`config.mk`:
```
export PLATFORM = sky130hd
export DESIGN_NAME = dmi_req_arbiter_flat
export DESIGN_NICKNAME = d
export VERILOG_FILES = /design/src/rtl/dmi_pkg.sv /design/src/rtl/dmi_req_arbiter_if.sv /design/src/rtl/dmi_rr_arb2.sv /design/src/rtl/dmi_req_arbiter.sv /design/src/flat_wrapper.sv
export SDC_FILE = /design/constraint.sdc
export NUM_CORES = 1
export LEC_CHECK = 0
export BUFFER_PORTS_ARGS = -buffer_cell sky130_fd_sc_hd__buf_2
export CELL_PAD_IN_SITES_DETAIL_PLACEMENT = 1
export CELL_PAD_IN_SITES_GLOBAL_PLACEMENT = 1
export CORE_UTILIZATION = 34
export DETAILED_ROUTE_END_ITERATION = 10
export PLACE_DENSITY = 0.83
export SLEW_MARGIN = 5
export SYNTH_ARGS = -nofsm -noshare
export SYNTH_HDL_FRONTEND = slang
export SYNTH_HIERARCHICAL = 1
export SYNTH_SLANG_ARGS = --single-unit
```
`constraint.sdc`:
```
create_clock -name clock -period 4.46 [get_ports clock]
set_input_delay 0.223 -clock clock [delete_from_list [all_inputs] [get_ports clock]]
set_output_delay 0.223 -clock clock [all_outputs]
set_load 0.03 [all_outputs]
```
`src/rtl/dmi_pkg.sv`:
```
// +--------------------------------------------------------------------+
// | dmi_pkg: shared DMI op/resp codes, request/response structs, states |
// | Rev 1.0                                                             |
// +--------------------------------------------------------------------+
`default_nettype none

package dmi_pkg;

  localparam int unsigned DMI_ADDR_W = 9;
  localparam int unsigned DMI_DATA_W = 32;

  localparam logic [1:0] DMI_OP_NOP   = 2'd0;
  localparam logic [1:0] DMI_OP_READ  = 2'd1;
  localparam logic [1:0] DMI_OP_WRITE = 2'd2;

  localparam logic [1:0] DMI_RSP_OK     = 2'd0;
  localparam logic [1:0] DMI_RSP_FAILED = 2'd2;
  localparam logic [1:0] DMI_RSP_BUSY   = 2'd3;

  typedef struct packed {
    logic [DMI_ADDR_W-1:0] addr;
    logic [DMI_DATA_W-1:0] data;
    logic [1:0]            op;
  } dmi_req_t;

  typedef struct packed {
    logic [DMI_DATA_W-1:0] data;
    logic [1:0]            resp;
  } dmi_rsp_t;

  typedef enum logic [1:0] {
    ST_IDLE    = 2'd0,
    ST_ISSUE   = 2'd1,
    ST_WAIT    = 2'd2,
    ST_DELIVER = 2'd3
  } state_e;

endpackage

`default_nettype wire

```
`src/rtl/dmi_req_arbiter_if.sv`:
```
// +--------------------------------------------------------------------+
// | dmi_req_arbiter_if: N-lane DMI request/response channel bundle     |
// | Rev 1.0                                                             |
// +--------------------------------------------------------------------+
`default_nettype none

interface dmi_req_arbiter_if #(
  parameter int unsigned N      = 1,
  parameter int unsigned ADDR_W = 9,
  parameter int unsigned DATA_W = 32
);
  logic [N-1:0]        req_valid;
  logic [N-1:0]        req_ready;
  logic [N*ADDR_W-1:0] req_addr;
  logic [N*DATA_W-1:0] req_data;
  logic [2*N-1:0]      req_op;
  logic [N-1:0]        rsp_valid;
  logic [N-1:0]        rsp_ready;
  logic [DATA_W-1:0]   rsp_data;
  logic [1:0]          rsp_resp;

  modport master (
    output req_valid, req_addr, req_data, req_op, rsp_ready,
    input  req_ready, rsp_valid, rsp_data, rsp_resp
  );

  modport slave (
    input  req_valid, req_addr, req_data, req_op, rsp_ready,
    output req_ready, rsp_valid, rsp_data, rsp_resp
  );
endinterface

`default_nettype wire

```
`src/rtl/dmi_rr_arb2.sv`:
```
// +--------------------------------------------------------------------+
// | dmi_rr_arb2: two-way round-robin grant with toggling priority ptr  |
// | Rev 1.0                                                             |
// +--------------------------------------------------------------------+
`default_nettype none

module dmi_rr_arb2 (
  input  logic       clock,
  input  logic       reset_n,
  input  logic       en,
  input  logic [1:0] req,
  output logic [1:0] grant,
  output logic       winner
);

  logic ptr;

  always_comb begin
    winner = 1'b0;
    if (req == 2'b11) winner = ptr;
    else if (req[1])  winner = 1'b1;
    grant = (en && (|req)) ? (winner ? 2'b10 : 2'b01) : 2'b00;
  end

  // Priority passes to the loser of every grant.
  always_ff @(posedge clock or negedge reset_n) begin
    if (!reset_n)     ptr <= 1'b0;
    else if (|grant)  ptr <= ~winner;
  end

endmodule

`default_nettype wire

```
`src/rtl/dmi_req_arbiter.sv`:
```
// +--------------------------------------------------------------------+
// | dmi_req_arbiter: 2:1 round-robin DMI arbiter, one txn outstanding. |
// | Optional response timeout: define DMI_ARB_TIMEOUT_EN.  Rev 1.0      |
// +--------------------------------------------------------------------+
`default_nettype none

module dmi_req_arbiter
  import dmi_pkg::*;
#(
  parameter int unsigned ADDR_W         = DMI_ADDR_W,
  parameter int unsigned DATA_W         = DMI_DATA_W,
  parameter int unsigned TIMEOUT_CYCLES = 1023
) (
  input  logic              clock,
  input  logic              reset_n,
  dmi_req_arbiter_if.slave  up,
  dmi_req_arbiter_if.master dn,
  output logic              owner,
  output logic              busy
);

  state_e     state, state_nx;
  dmi_req_t   req_q;
  dmi_rsp_t   rsp_q;
  logic       owner_q;
  logic [1:0] grant;
  logic       win;
  logic       rsp_take;
  logic       to_fire;
  logic       rsp_accept;

  dmi_rr_arb2 u_arb (
    .clock   (clock),
    .reset_n (reset_n),
    .en      (state == ST_IDLE),
    .req     (up.req_valid),
    .grant   (grant),
    .winner  (win)
  );

`ifdef DMI_ARB_TIMEOUT_EN
  localparam int unsigned CNT_W = $clog2(TIMEOUT_CYCLES + 1);
  logic [CNT_W-1:0] wait_cnt;
  logic             drop_pending;

  // A response racing the final count wins over the timeout.
  assign rsp_take   = (state == ST_WAIT) && dn.rsp_valid && !drop_pending;
  assign to_fire    = (state == ST_WAIT) && !rsp_take &&
                      (wait_cnt == CNT_W'(TIMEOUT_CYCLES - 1));
  assign rsp_accept = (state == ST_WAIT) || drop_pending;

  always_ff @(posedge clock or negedge reset_n) begin
    if (!reset_n) begin
      wait_cnt     <= '0;
      drop_pending <= 1'b0;
    end else begin
      wait_cnt <= (state == ST_WAIT) ? wait_cnt + CNT_W'(1) : '0;
      if (to_fire)                          drop_pending <= 1'b1;
      else if (drop_pending && dn.rsp_valid) drop_pending <= 1'b0;
    end
  end
`else
  assign rsp_take   = (state == ST_WAIT) && dn.rsp_valid;
  assign to_fire    = 1'b0;
  assign rsp_accept = (state == ST_WAIT);
`endif

  always_ff @(posedge clock or negedge reset_n) begin
    if (!reset_n) state <= ST_IDLE;
    else          state <= state_nx;
  end

  always_comb begin
    state_nx     = state;
    up.req_ready = grant;
    up.rsp_valid = 2'b00;
    dn.req_valid = 1'b0;
    dn.rsp_ready = rsp_accept;
    busy         = (state != ST_IDLE);
    unique case (state)
      ST_IDLE:    if (|grant) state_nx = ST_ISSUE;
      ST_ISSUE: begin
        dn.req_valid = 1'b1;
        if (dn.req_ready) state_nx = ST_WAIT;
      end
      ST_WAIT:    if (rsp_take || to_fire) state_nx = ST_DELIVER;
      ST_DELIVER: begin
        up.rsp_valid = owner_q ? 2'b10 : 2'b01;
        if (up.rsp_ready[owner_q]) state_nx = ST_IDLE;
      end
      default:    state_nx = ST_IDLE;
    endcase
  end

  always_ff @(posedge clock or negedge reset_n) begin
    if (!reset_n) begin
      req_q   <= '0;
      rsp_q   <= '0;
      owner_q <= 1'b0;
    end else begin
      if (|grant) begin
        req_q.addr <= DMI_ADDR_W'(up.req_addr[win*ADDR_W +: ADDR_W]);
        req_q.data <= DMI_DATA_W'(up.req_data[win*DATA_W +: DATA_W]);
        req_q.op   <= up.req_op[win*2 +: 2];
        owner_q    <= win;
      end
      if (rsp_take) begin
        rsp_q.data <= DMI_DATA_W'(dn.rsp_data);
        rsp_q.resp <= dn.rsp_resp;
      end else if (to_fire) begin
        rsp_q.data <= '0;
        rsp_q.resp <= DMI_RSP_FAILED;
      end
    end
  end

  assign dn.req_addr = ADDR_W'(req_q.addr);
  assign dn.req_data = DATA_W'(req_q.data);
  assign dn.req_op   = req_q.op;
  assign up.rsp_data = DATA_W'(rsp_q.data);
  assign up.rsp_resp = rsp_q.resp;
  assign owner       = owner_q;

  // A downstream beat must never arrive when nobody is ready to take it.
  a_no_stray_rsp: assert property (@(posedge clock) disable iff (!reset_n)
    dn.rsp_valid |-> dn.rsp_ready);

endmodule

`default_nettype wire

```
`src/flat_wrapper.sv`:
```
// flat-port wrapper written by rule: the top's interface ports become plain ports
module dmi_req_arbiter_flat import dmi_pkg::*;
#(
  parameter int unsigned ADDR_W         = DMI_ADDR_W,
  parameter int unsigned DATA_W         = DMI_DATA_W,
  parameter int unsigned TIMEOUT_CYCLES = 1023
)
  (clock, reset_n, owner, busy, up_req_valid, up_req_addr, up_req_data, up_req_op, up_rsp_ready, up_req_ready, up_rsp_valid, up_rsp_data, up_rsp_resp, dn_req_valid, dn_req_addr, dn_req_data, dn_req_op, dn_rsp_ready, dn_req_ready, dn_rsp_valid, dn_rsp_data, dn_rsp_resp);
  dmi_req_arbiter_if #(.N(2), .ADDR_W(ADDR_W), .DATA_W(DATA_W)) up_i ();
  dmi_req_arbiter_if #(.N(1), .ADDR_W(ADDR_W), .DATA_W(DATA_W)) dn_i ();
  input  logic clock;
  input  logic reset_n;
  output logic owner;
  output logic busy;
  input wire logic [$bits(up_i.req_valid)-1:0] up_req_valid;
  input wire logic [$bits(up_i.req_addr)-1:0] up_req_addr;
  input wire logic [$bits(up_i.req_data)-1:0] up_req_data;
  input wire logic [$bits(up_i.req_op)-1:0] up_req_op;
  input wire logic [$bits(up_i.rsp_ready)-1:0] up_rsp_ready;
  output wire logic [$bits(up_i.req_ready)-1:0] up_req_ready;
  output wire logic [$bits(up_i.rsp_valid)-1:0] up_rsp_valid;
  output wire logic [$bits(up_i.rsp_data)-1:0] up_rsp_data;
  output wire logic [$bits(up_i.rsp_resp)-1:0] up_rsp_resp;
  output wire logic [$bits(dn_i.req_valid)-1:0] dn_req_valid;
  output wire logic [$bits(dn_i.req_addr)-1:0] dn_req_addr;
  output wire logic [$bits(dn_i.req_data)-1:0] dn_req_data;
  output wire logic [$bits(dn_i.req_op)-1:0] dn_req_op;
  output wire logic [$bits(dn_i.rsp_ready)-1:0] dn_rsp_ready;
  input wire logic [$bits(dn_i.req_ready)-1:0] dn_req_ready;
  input wire logic [$bits(dn_i.rsp_valid)-1:0] dn_rsp_valid;
  input wire logic [$bits(dn_i.rsp_data)-1:0] dn_rsp_data;
  input wire logic [$bits(dn_i.rsp_resp)-1:0] dn_rsp_resp;
  assign up_i.req_valid = up_req_valid;
  assign up_i.req_addr = up_req_addr;
  assign up_i.req_data = up_req_data;
  assign up_i.req_op = up_req_op;
  assign up_i.rsp_ready = up_rsp_ready;
  assign up_req_ready = up_i.req_ready;
  assign up_rsp_valid = up_i.rsp_valid;
  assign up_rsp_data = up_i.rsp_data;
  assign up_rsp_resp = up_i.rsp_resp;
  assign dn_req_valid = dn_i.req_valid;
  assign dn_req_addr = dn_i.req_addr;
  assign dn_req_data = dn_i.req_data;
  assign dn_req_op = dn_i.req_op;
  assign dn_rsp_ready = dn_i.rsp_ready;
  assign dn_i.req_ready = dn_req_ready;
  assign dn_i.rsp_valid = dn_rsp_valid;
  assign dn_i.rsp_data = dn_rsp_data;
  assign dn_i.rsp_resp = dn_rsp_resp;
  dmi_req_arbiter #(.ADDR_W(ADDR_W), .DATA_W(DATA_W), .TIMEOUT_CYCLES(TIMEOUT_CYCLES)) u_core (.clock(clock), .reset_n(reset_n), .up(up_i), .dn(dn_i), .owner(owner), .busy(busy));
endmodule
```
# Word level (Yosys, flattened, before mapping)
# Cells that the tools add are included.
[word_totals] regBits=81 in_bits=128 word_cells=43
[op_classes] multipliers=1 n_lt_le_gt_ge=1 eq_ne=8 n_shift=3 muxes=14 bitwise_logic=1 n_reduce_logical=7
[op_table] cell="indexed part select 64 x 7 -> 32 bit" n=1
[op_table] cell="indexed part select 18 x 6 -> 9 bit" n=1
[op_table] cell="2-to-1 mux 2 bit" n=8
[op_table] cell="case mux 2 bit (4 select lines)" n=1
[op_table] cell="== test 2 bit (second input constant)" n=3
[op_table] cell="!= test 2 x 1 -> 1 bit (second input constant)" n=3
[op_table] cell="multiplier 1 x 4 -> 5 bit (second input constant)" n=1
[op_table] cell="2-to-1 mux 1 bit" n=5
[op_table] cell="AND reduction 4 bit" n=1
[op_table] cell="OR reduction 2 bit" n=2
[op_table] cell="indexed part select 4 x 3 -> 2 bit" n=1
[op_table] cell="== test 2 x 1 -> 1 bit (second input constant)" n=1
[op_table] cell="logical AND 1 bit" n=2
[op_table] cell="logical NOT 2 bit" n=1
[op_table] cell="< comparator 1 x 2 -> 1 bit (second input constant)" n=1
[op_table] cell="!= test 2 bit (second input constant)" n=1
[op_table] cell="nonzero test 2 bit" n=1
[op_table] cell="inverter 1 bit" n=1

# Longest topological paths before layout
# Gate-level depths: netlist of run 1.
[depth] word_depth=7 depth_mapped=9

# Modules after synthesis
# The synthesis of run 1 kept the hierarchy.
[by_module_without_submodules] mod="dmi_req_arbiter" instances=1 cells_per_inst=284 area_per_inst_um2=3443.3
[by_module_without_submodules] mod="dmi_rr_arb2" instances=1 cells_per_inst=8 area_per_inst_um2=63.8

# Worst setup path before layout of run 1
# OpenSTA, ideal clock, no wires.
[synth_path] path_kind="reg-to-reg" start="reg u_core.state[0]" end="reg u_core.state[1]" setup_ns=0.127 arrival_ns=2.121 path_slack_ns=2.212 path_stages_with_launch=9 n_path_buf=0 period_less_slack_ns=2.248 path_cell_list="dfrtp_1 > inv_1 > ha_1 > nand2_1 > a21oi_1 > nor2_2 > a222oi_1 > nand2_1 > mux2_1"
[synth_between] elab_chain_cells=6 elab_cells_between_ends=14
[synth_lines] item="start: declaration" line_no="dmi_req_arbiter.sv:22" text="state_e state, state_nx;"
[synth_lines] item="start signal: assignment" line_no="dmi_req_arbiter.sv:70" text="else state <= state_nx;"
[synth_lines] item="logical NOT 2 bit" line_no="dmi_req_arbiter.sv:35" text=".en (state == ST_IDLE),"
[synth_lines] item="logical AND 1 bit" line_no="dmi_rr_arb2.sv:22" text="grant = (en && (|req)) ? (winner ? 2'b10 : 2'b01) : 2'b00;"
[synth_lines] item="2-to-1 mux 2 bit" line_no="dmi_rr_arb2.sv:22"
[synth_lines] item="named net up_req_ready[0]" line_no="flat_wrapper.sv:20" text="output wire logic [$bits(up_i.req_ready)-1:0] up_req_ready;"
[synth_lines] item="OR reduction 2 bit" line_no="dmi_req_arbiter.sv:81" text="ST_IDLE: if (|grant) state_nx = ST_ISSUE;"
[synth_lines] item="!= test 2 x 1 -> 1 bit (no line)"
[synth_lines] item="AND reduction 4 bit (no line)"
# The timed path passes the listed nets, and every way through them passes these cells.
# A chain may end at the register's enable or synchronous reset.

# Final worst setup path of run 1
[layout_path] start="reg u_core.state[0]" end="reg u_core.req_q, in the netlist u_core/dn.req_data[1]"
[layout_between] elab_chain_cells=4
[layout_lines] item="logical NOT 2 bit" line_no="dmi_req_arbiter.sv:35"
[layout_lines] item="logical AND 1 bit" line_no="dmi_rr_arb2.sv:22"
[layout_lines] item="2-to-1 mux 2 bit" line_no="dmi_rr_arb2.sv:22"
[layout_lines] item="OR reduction 2 bit" line_no="dmi_req_arbiter.sv:101" text="if (|grant) begin"
[layout_lines] item="end: declaration" line_no="dmi_req_arbiter.sv:23" text="dmi_req_t req_q;"
# Every way passes these cells.

==> results.toml, run 1 <==
[timing]
fin_crit_ps = 2470
rsz0062_at_grt = "false"
drv_slew = 0
fin_ws_ps = 1990
skew_ps = 6.60
relSlewSlack_pct = 32.0
tns_ps = 0
max_freq_mhz = 406
worst_pin_slew_ps = 1020
hold_viol = 0
fin_crit_sh_pct = 55.3
setup_viol = 0

[setup_path]
r2r-end = "u_core/dn.req_data[1]"
criticalPathCategory = "reg2reg"
crit_required_ps = 4660
critPathMaxFanout = 50
cp.buffers_inverters = 2
crit_family = "simple AND/OR/NAND/NOR gates"
reg2reg_slack_ps = 1990
r2r-start = "u_core/state[0]"
end_kind = "register"
cp.arrival_ps = 2670
cp_cell_sequence = "inv_1 -> ha_1 -> and3_1 -> nor2_4 -> buf_4 -> o21ai_0"
start_kind = "register"
reg2reg_depth = 6
critPathMaxStageDelay_ps = 610
cp_slowest_cell = "nor2_4"

[grt]
first_global_vias = 3157
grt_pass1_wl_um = 16000
grt_util_all_layers_pct = 18.9
grt_max_degree = 82
grt_antenna_before_repair = 0
overflow = 0

[pwr]
power.leakage_uw = 0.00261
vdd_drop_max_mv = 0.269
power.density_mw_per_mm2 = 784

[die]
initial_core_util_pct = 35.6
die_h_um = 104
fp.dieW_um = 104
io-pin-count = 213
design.core.area_mm2 = 0.00986
die_area_mm2 = 0.0107
fp-row-count = 36

[cells_and_area]
antennaDiodeCount = 0
drive_gt1_share_pct = 52.4
final_cell_mix = "buf_2 (211), dfrtp_1 (81), nand2_1 (50)"
fillers = 1158
final_area_mm2 = 0.00487
fin_nets = 633
area_delta_synth_final_pct = 38.7
final_common_cell = "buf_2"

[clock_network]
cts.sinks = 81
tritoncts = "yes"
cts_buffers = 9
h-tree-depth = 3
post_cts_resized = 0
cts_setup_buffers = 0
cts_max_path_buffers = 2
cts.clk_slew.worst_paths_ps = 80
cts_hold_buffers = 0
clock-root-buffer = "clkbuf_8"
clk_latency_ps = 340

[logic_synthesis]
ys_ff_latch = 81
synth_area_leaders = "dfrtp_1 (58%), mux2i_1 (13%), mux2_2 (11%)"
synth_cells = 292
syn_avg_cell_area_um2 = 12.0
syn-num-nets = 424
yosysTopAreaCell = "dfrtp_1"
yosysTopAreaCellShare_pct = 57.8
yosys_warnings = 6
seq_area_frac_synth_pct = 57.8
synth-edff-count = 0
synthFlopType = "dfrtp_1"
ys_async_sr_fraction_pct = 100
yosys.cell_types.count = 23
syn_area_mm2 = 0.00351

[drt]
wl_per_cell_um = 15.4
finalWirelength_um = 9840
via_count = 2939
viasPerCell = 4.60
drtIter0Drc = 107
detail_route.first_pass.iterations = 4
postRouteAntennaNets = 0
drc = 0

[placed_design]
port_buffers = 212
dpl_cell_area_mm2 = 0.00468
gp_congestion = 0.712
hpwl_um = 7670
pre_cts_ws_ps = 1960

[min_path]
holdCritPathClass = "in2async"

[run_status]
status = "completed"

[flow_run]
maxCapViolations = 0
==> worst register-to-register path, cell delays in order, from the launching register on <==
cell	delay [ps]
dfrtp_1	390
inv_1	90
ha_1	280
and3_1	250
nor2_4	610
buf_4	500
o21ai_0	210
==> kinds of logic (layout without fill, tap and decap cells) <==
| group | after synthesis | in the layout | synth area share (%) |
|---|---|---|---|
| adder cells (fa/ha/maj) | 4 | 4 | 1.43 |
| buffers and inverters | 22 | 236 | 3.07 |
| multiplexers | 79 | 79 | 23.8 |
| flip-flops | 81 | 81 | 57.8 |
| AO/OA/AOI/OAI | 49 | 49 | 7.31 |
| AND/OR/NAND/NOR | 57 | 57 | 6.60 |
==> area by class of cell <==
cell class / count / area, um^2 / area share, %
tap: 133 / 166 / 3.42
multi-input combinational: 189 / 1380 / 28.3
clock buffer: 13 / 149 / 3.06
timing repair buffer: 215 / 1090 / 22.3
sequential: 81 / 2030 / 41.7
inverter: 5 / 18.8 / 0.386
clock inverter: 3 / 40.0 / 0.823
==> how the worst max path moves through the flow <==
| stage | depth (start not counted) | endpoint | from | slack, ps |
|---|---|---|---|---|
| after detailed placement | 6 | u_core/dn.req_data[1] | u_core/state[0] | 1960 |
| after global routing | 6 | u_core/dn.req_addr[3] | u_core/state[0] | 1770 |
| after floorplan | 8 | u_core/state[1] | u_core/state[0] | 2210 |
| after CTS | 6 | u_core/dn.req_data[1] | u_core/state[0] | 1960 |
| after global placement | 6 | u_core/dn.req_op[1] | u_core/state[0] | 2170 |
| final | 6 | u_core/dn.req_data[1] | u_core/state[0] | 1990 |
==> metrics by stage <==
stage	hold slack, ps	total power (uW)	instances	utilization, %
6_report	26.2	3820	639	49.3
3_3_place_gp	439	3230	623	47.4
4_1_cts	78.4	3880	639	49.3
2_1_floorplan	-72.6	2680	292	-
5_1_grt	89.8	4070	639	49.3
3_5_place_dp	458	3340	623	47.4
==> per-layer routing <==
metal / vias to the layer above / GRT usage [%] / share of wire [%]
met5: - / 0 / 0
met4: 0 / 7.97 / 2.0
met3: 16 / 3.90 / 5.9
met2: 145 / 32.7 / 50
met1: 1357 / 22.8 / 42
li1: 1421 / - / -
==> flip-flops by register name (all words and copies together), names as in the netlist <==
name	cells
u_core/dn.req_op	2
u_core/dn.req_addr	9
u_core/owner	1
u_core/state	2
u_core/u_arb/ptr	1
u_core/up.rsp_resp	2
u_core/dn.req_data	32
u_core/up.rsp_data	32
==> report_power, final <==
| group | total (uW) | internal, uW | switching [uW] | leakage, uW |
|---|---|---|---|---|
| combinational | 1990 | 640 | 1350 | 0.00153 |
| clock | 519 | 273 | 246 | 0.0000974 |
| sequential | 1300 | 1100 | 200 | 0.000982 |
| total | 3820 | 2020 | 1800 | 0.00261 |
==> synth_stat cells (all sizes together), types with 2 or more instances <==
cell type / instances
o21ai: 43
clkbuf: 5
dfrtp: 81
buf: 12
mux2i: 44
nand2: 50
a21oi: 2
mux2: 35
inv: 5
and2: 2
ha: 4
No activity file was read; power rests on OpenSTA's default activity.
==> run 2: changes to the inputs <==
--- a/config.mk
+++ b/config.mk
@@ -8,9 +8,9 @@
 export BUFFER_PORTS_ARGS = -buffer_cell sky130_fd_sc_hd__buf_2
 export CELL_PAD_IN_SITES_DETAIL_PLACEMENT = 1
 export CELL_PAD_IN_SITES_GLOBAL_PLACEMENT = 1
-export CORE_UTILIZATION = 34
+export CORE_UTILIZATION = 32
 export DETAILED_ROUTE_END_ITERATION = 10
-export PLACE_DENSITY = 0.83
+export PLACE_DENSITY = 0.79
 export SLEW_MARGIN = 5
 export SYNTH_ARGS = -nofsm -noshare
 export SYNTH_HDL_FRONTEND = slang
==> constraint.sdc (replaced) <==
create_clock -name clock -period 2.54 [get_ports clock]
set_input_delay 0.127 -clock clock [delete_from_list [all_inputs] [get_ports clock]]
set_output_delay 0.127 -clock clock [all_outputs]
set_load 0.03 [all_outputs]
==> results.toml, run 2 (synthesized netlist as in run 1, its figures left out) <==
[run_status]
status = "completed"

[clock_network]
cts.sinks = 81
clk_latency_ps = 340
h-tree-depth = 3
cts.clk_slew.worst_paths_ps = 80
cts_setup_buffers = 0
clock-root-buffer = "clkbuf_8"
cts_max_path_buffers = 2
cts_hold_buffers = 10
tritoncts = "yes"
cts_buffers = 9
post_cts_resized = 0

[timing]
skew_ps = 7.06
drv_slew = 0
tns_ps = 0
relSlewSlack_pct = 32.4
fin_crit_sh_pct = 82.4
fin_ws_ps = 448
rsz0062_at_grt = "false"
hold_viol = 0
max_freq_mhz = 478
setup_viol = 0
fin_crit_ps = 2090
worst_pin_slew_ps = 1010

[placed_design]
pre_cts_ws_ps = 452
hpwl_um = 7410
dp.cells = 628
gp_congestion = 0.709
port_buffers = 212

[die]
fp.dieW_um = 107
die_h_um = 107
design.core.area_mm2 = 0.0105
io-pin-count = 213
die_area_mm2 = 0.0114
fp-row-count = 37
initial_core_util_pct = 33.5

[setup_path]
crit_required_ps = 2770
cp.arrival_ps = 2320
critPathMaxFanout = 7
end_kind = "register"
reg2reg_slack_ps = 450
start_kind = "register"
criticalPathCategory = "reg2reg"

[pwr]
power.density_mw_per_mm2 = 1360
vdd_drop_max_mv = 0.674
power.leakage_uw = 0.00267
power_uw = 6810

[flow_run]
maxCapViolations = 0

[drt]
wl_per_cell_um = 14.7
via_count = 3036
drc = 0
viasPerCell = 4.64
postRouteAntennaNets = 0
drtIter0Drc = 100
detail_route.first_pass.iterations = 4
finalWirelength_um = 9600

[cells_and_area]
final-instance-count-excl-fill = 654
drive_gt1_share_pct = 52.1
final_common_cell = "buf_2"
antennaDiodeCount = 0
final_cell_mix = "buf_2 (211), dfrtp_1 (81), nand2_1 (50)"
area_delta_synth_final_pct = 43.0
fin_nets = 645

[grt]
grt_antenna_before_repair = 0
grt_pass1_wl_um = 15300
first_global_vias = 3126
grt_util_all_layers_pct = 17.0
overflow = 0
grt_max_degree = 82

[min_path]
holdCritPathClass = "in2reg"
## run 2: per-stage QoR
step	area (um^2)	util, %	hold slack (ps)
6_report	5010	47.9	18.7
5_1_grt	5010	47.9	6.71
4_1_cts	5010	47.9	0.411
3_5_place_dp	4700	44.9	364
3_3_place_gp	4700	44.9	354
2_1_floorplan	3510	-	-169
## run 2: final timing paths
check / cells after the start / startpoint / to
setup / recovery: 8 / u_core/state[0] / u_core/state[1]
hold / removal: 2 / dn_rsp_data[20] / u_core/up.rsp_data[20]
setup reg to reg: 8 / u_core/state[0] / u_core/state[1]
hold reg to reg: 2 / u_core/dn.req_addr[0] / u_core/dn.req_addr[0]
max in group asynchronous: 2 / reset_n / u_core/dn.req_data[27]
min in group asynchronous: 2 / reset_n / u_core/up.rsp_data[12]
## run 2: where the power goes
| part | internal [uW] | switching (uW) |
|---|---|---|
| logic | 1140 | 2360 |
| clock network | 553 | 472 |
| registers | 1940 | 342 |
## run 2: routing by layer
metal  up-vias  GRT usage (%)  part of all wire (%)
met1      1447           20.8                    42
met4         0           5.87                   1.1
met3         8           3.22                   6.9
met2       138           29.8                    50
li1       1443              -                     -
met5         -              0                     0
## run 2: critical path: stages, from the launching register on
cell and delay, ps:
dfrtp_1 410, inv_1 120, ha_1 290, nand2_1 100, a21oi_1 280, nor2_4 60
a222oi_1 230, nand2_1 150, mux2_1 340
## run 2: layout make-up
class                      instances  area (um^2)
fill                            1214         5450
sequential                        81         2030
clock inverter                     7         93.8
timing repair buffer             227         1200
inverter                           5         18.8
multi-input combinational        189         1380
tap                              136          170
clock buffer                       9          124
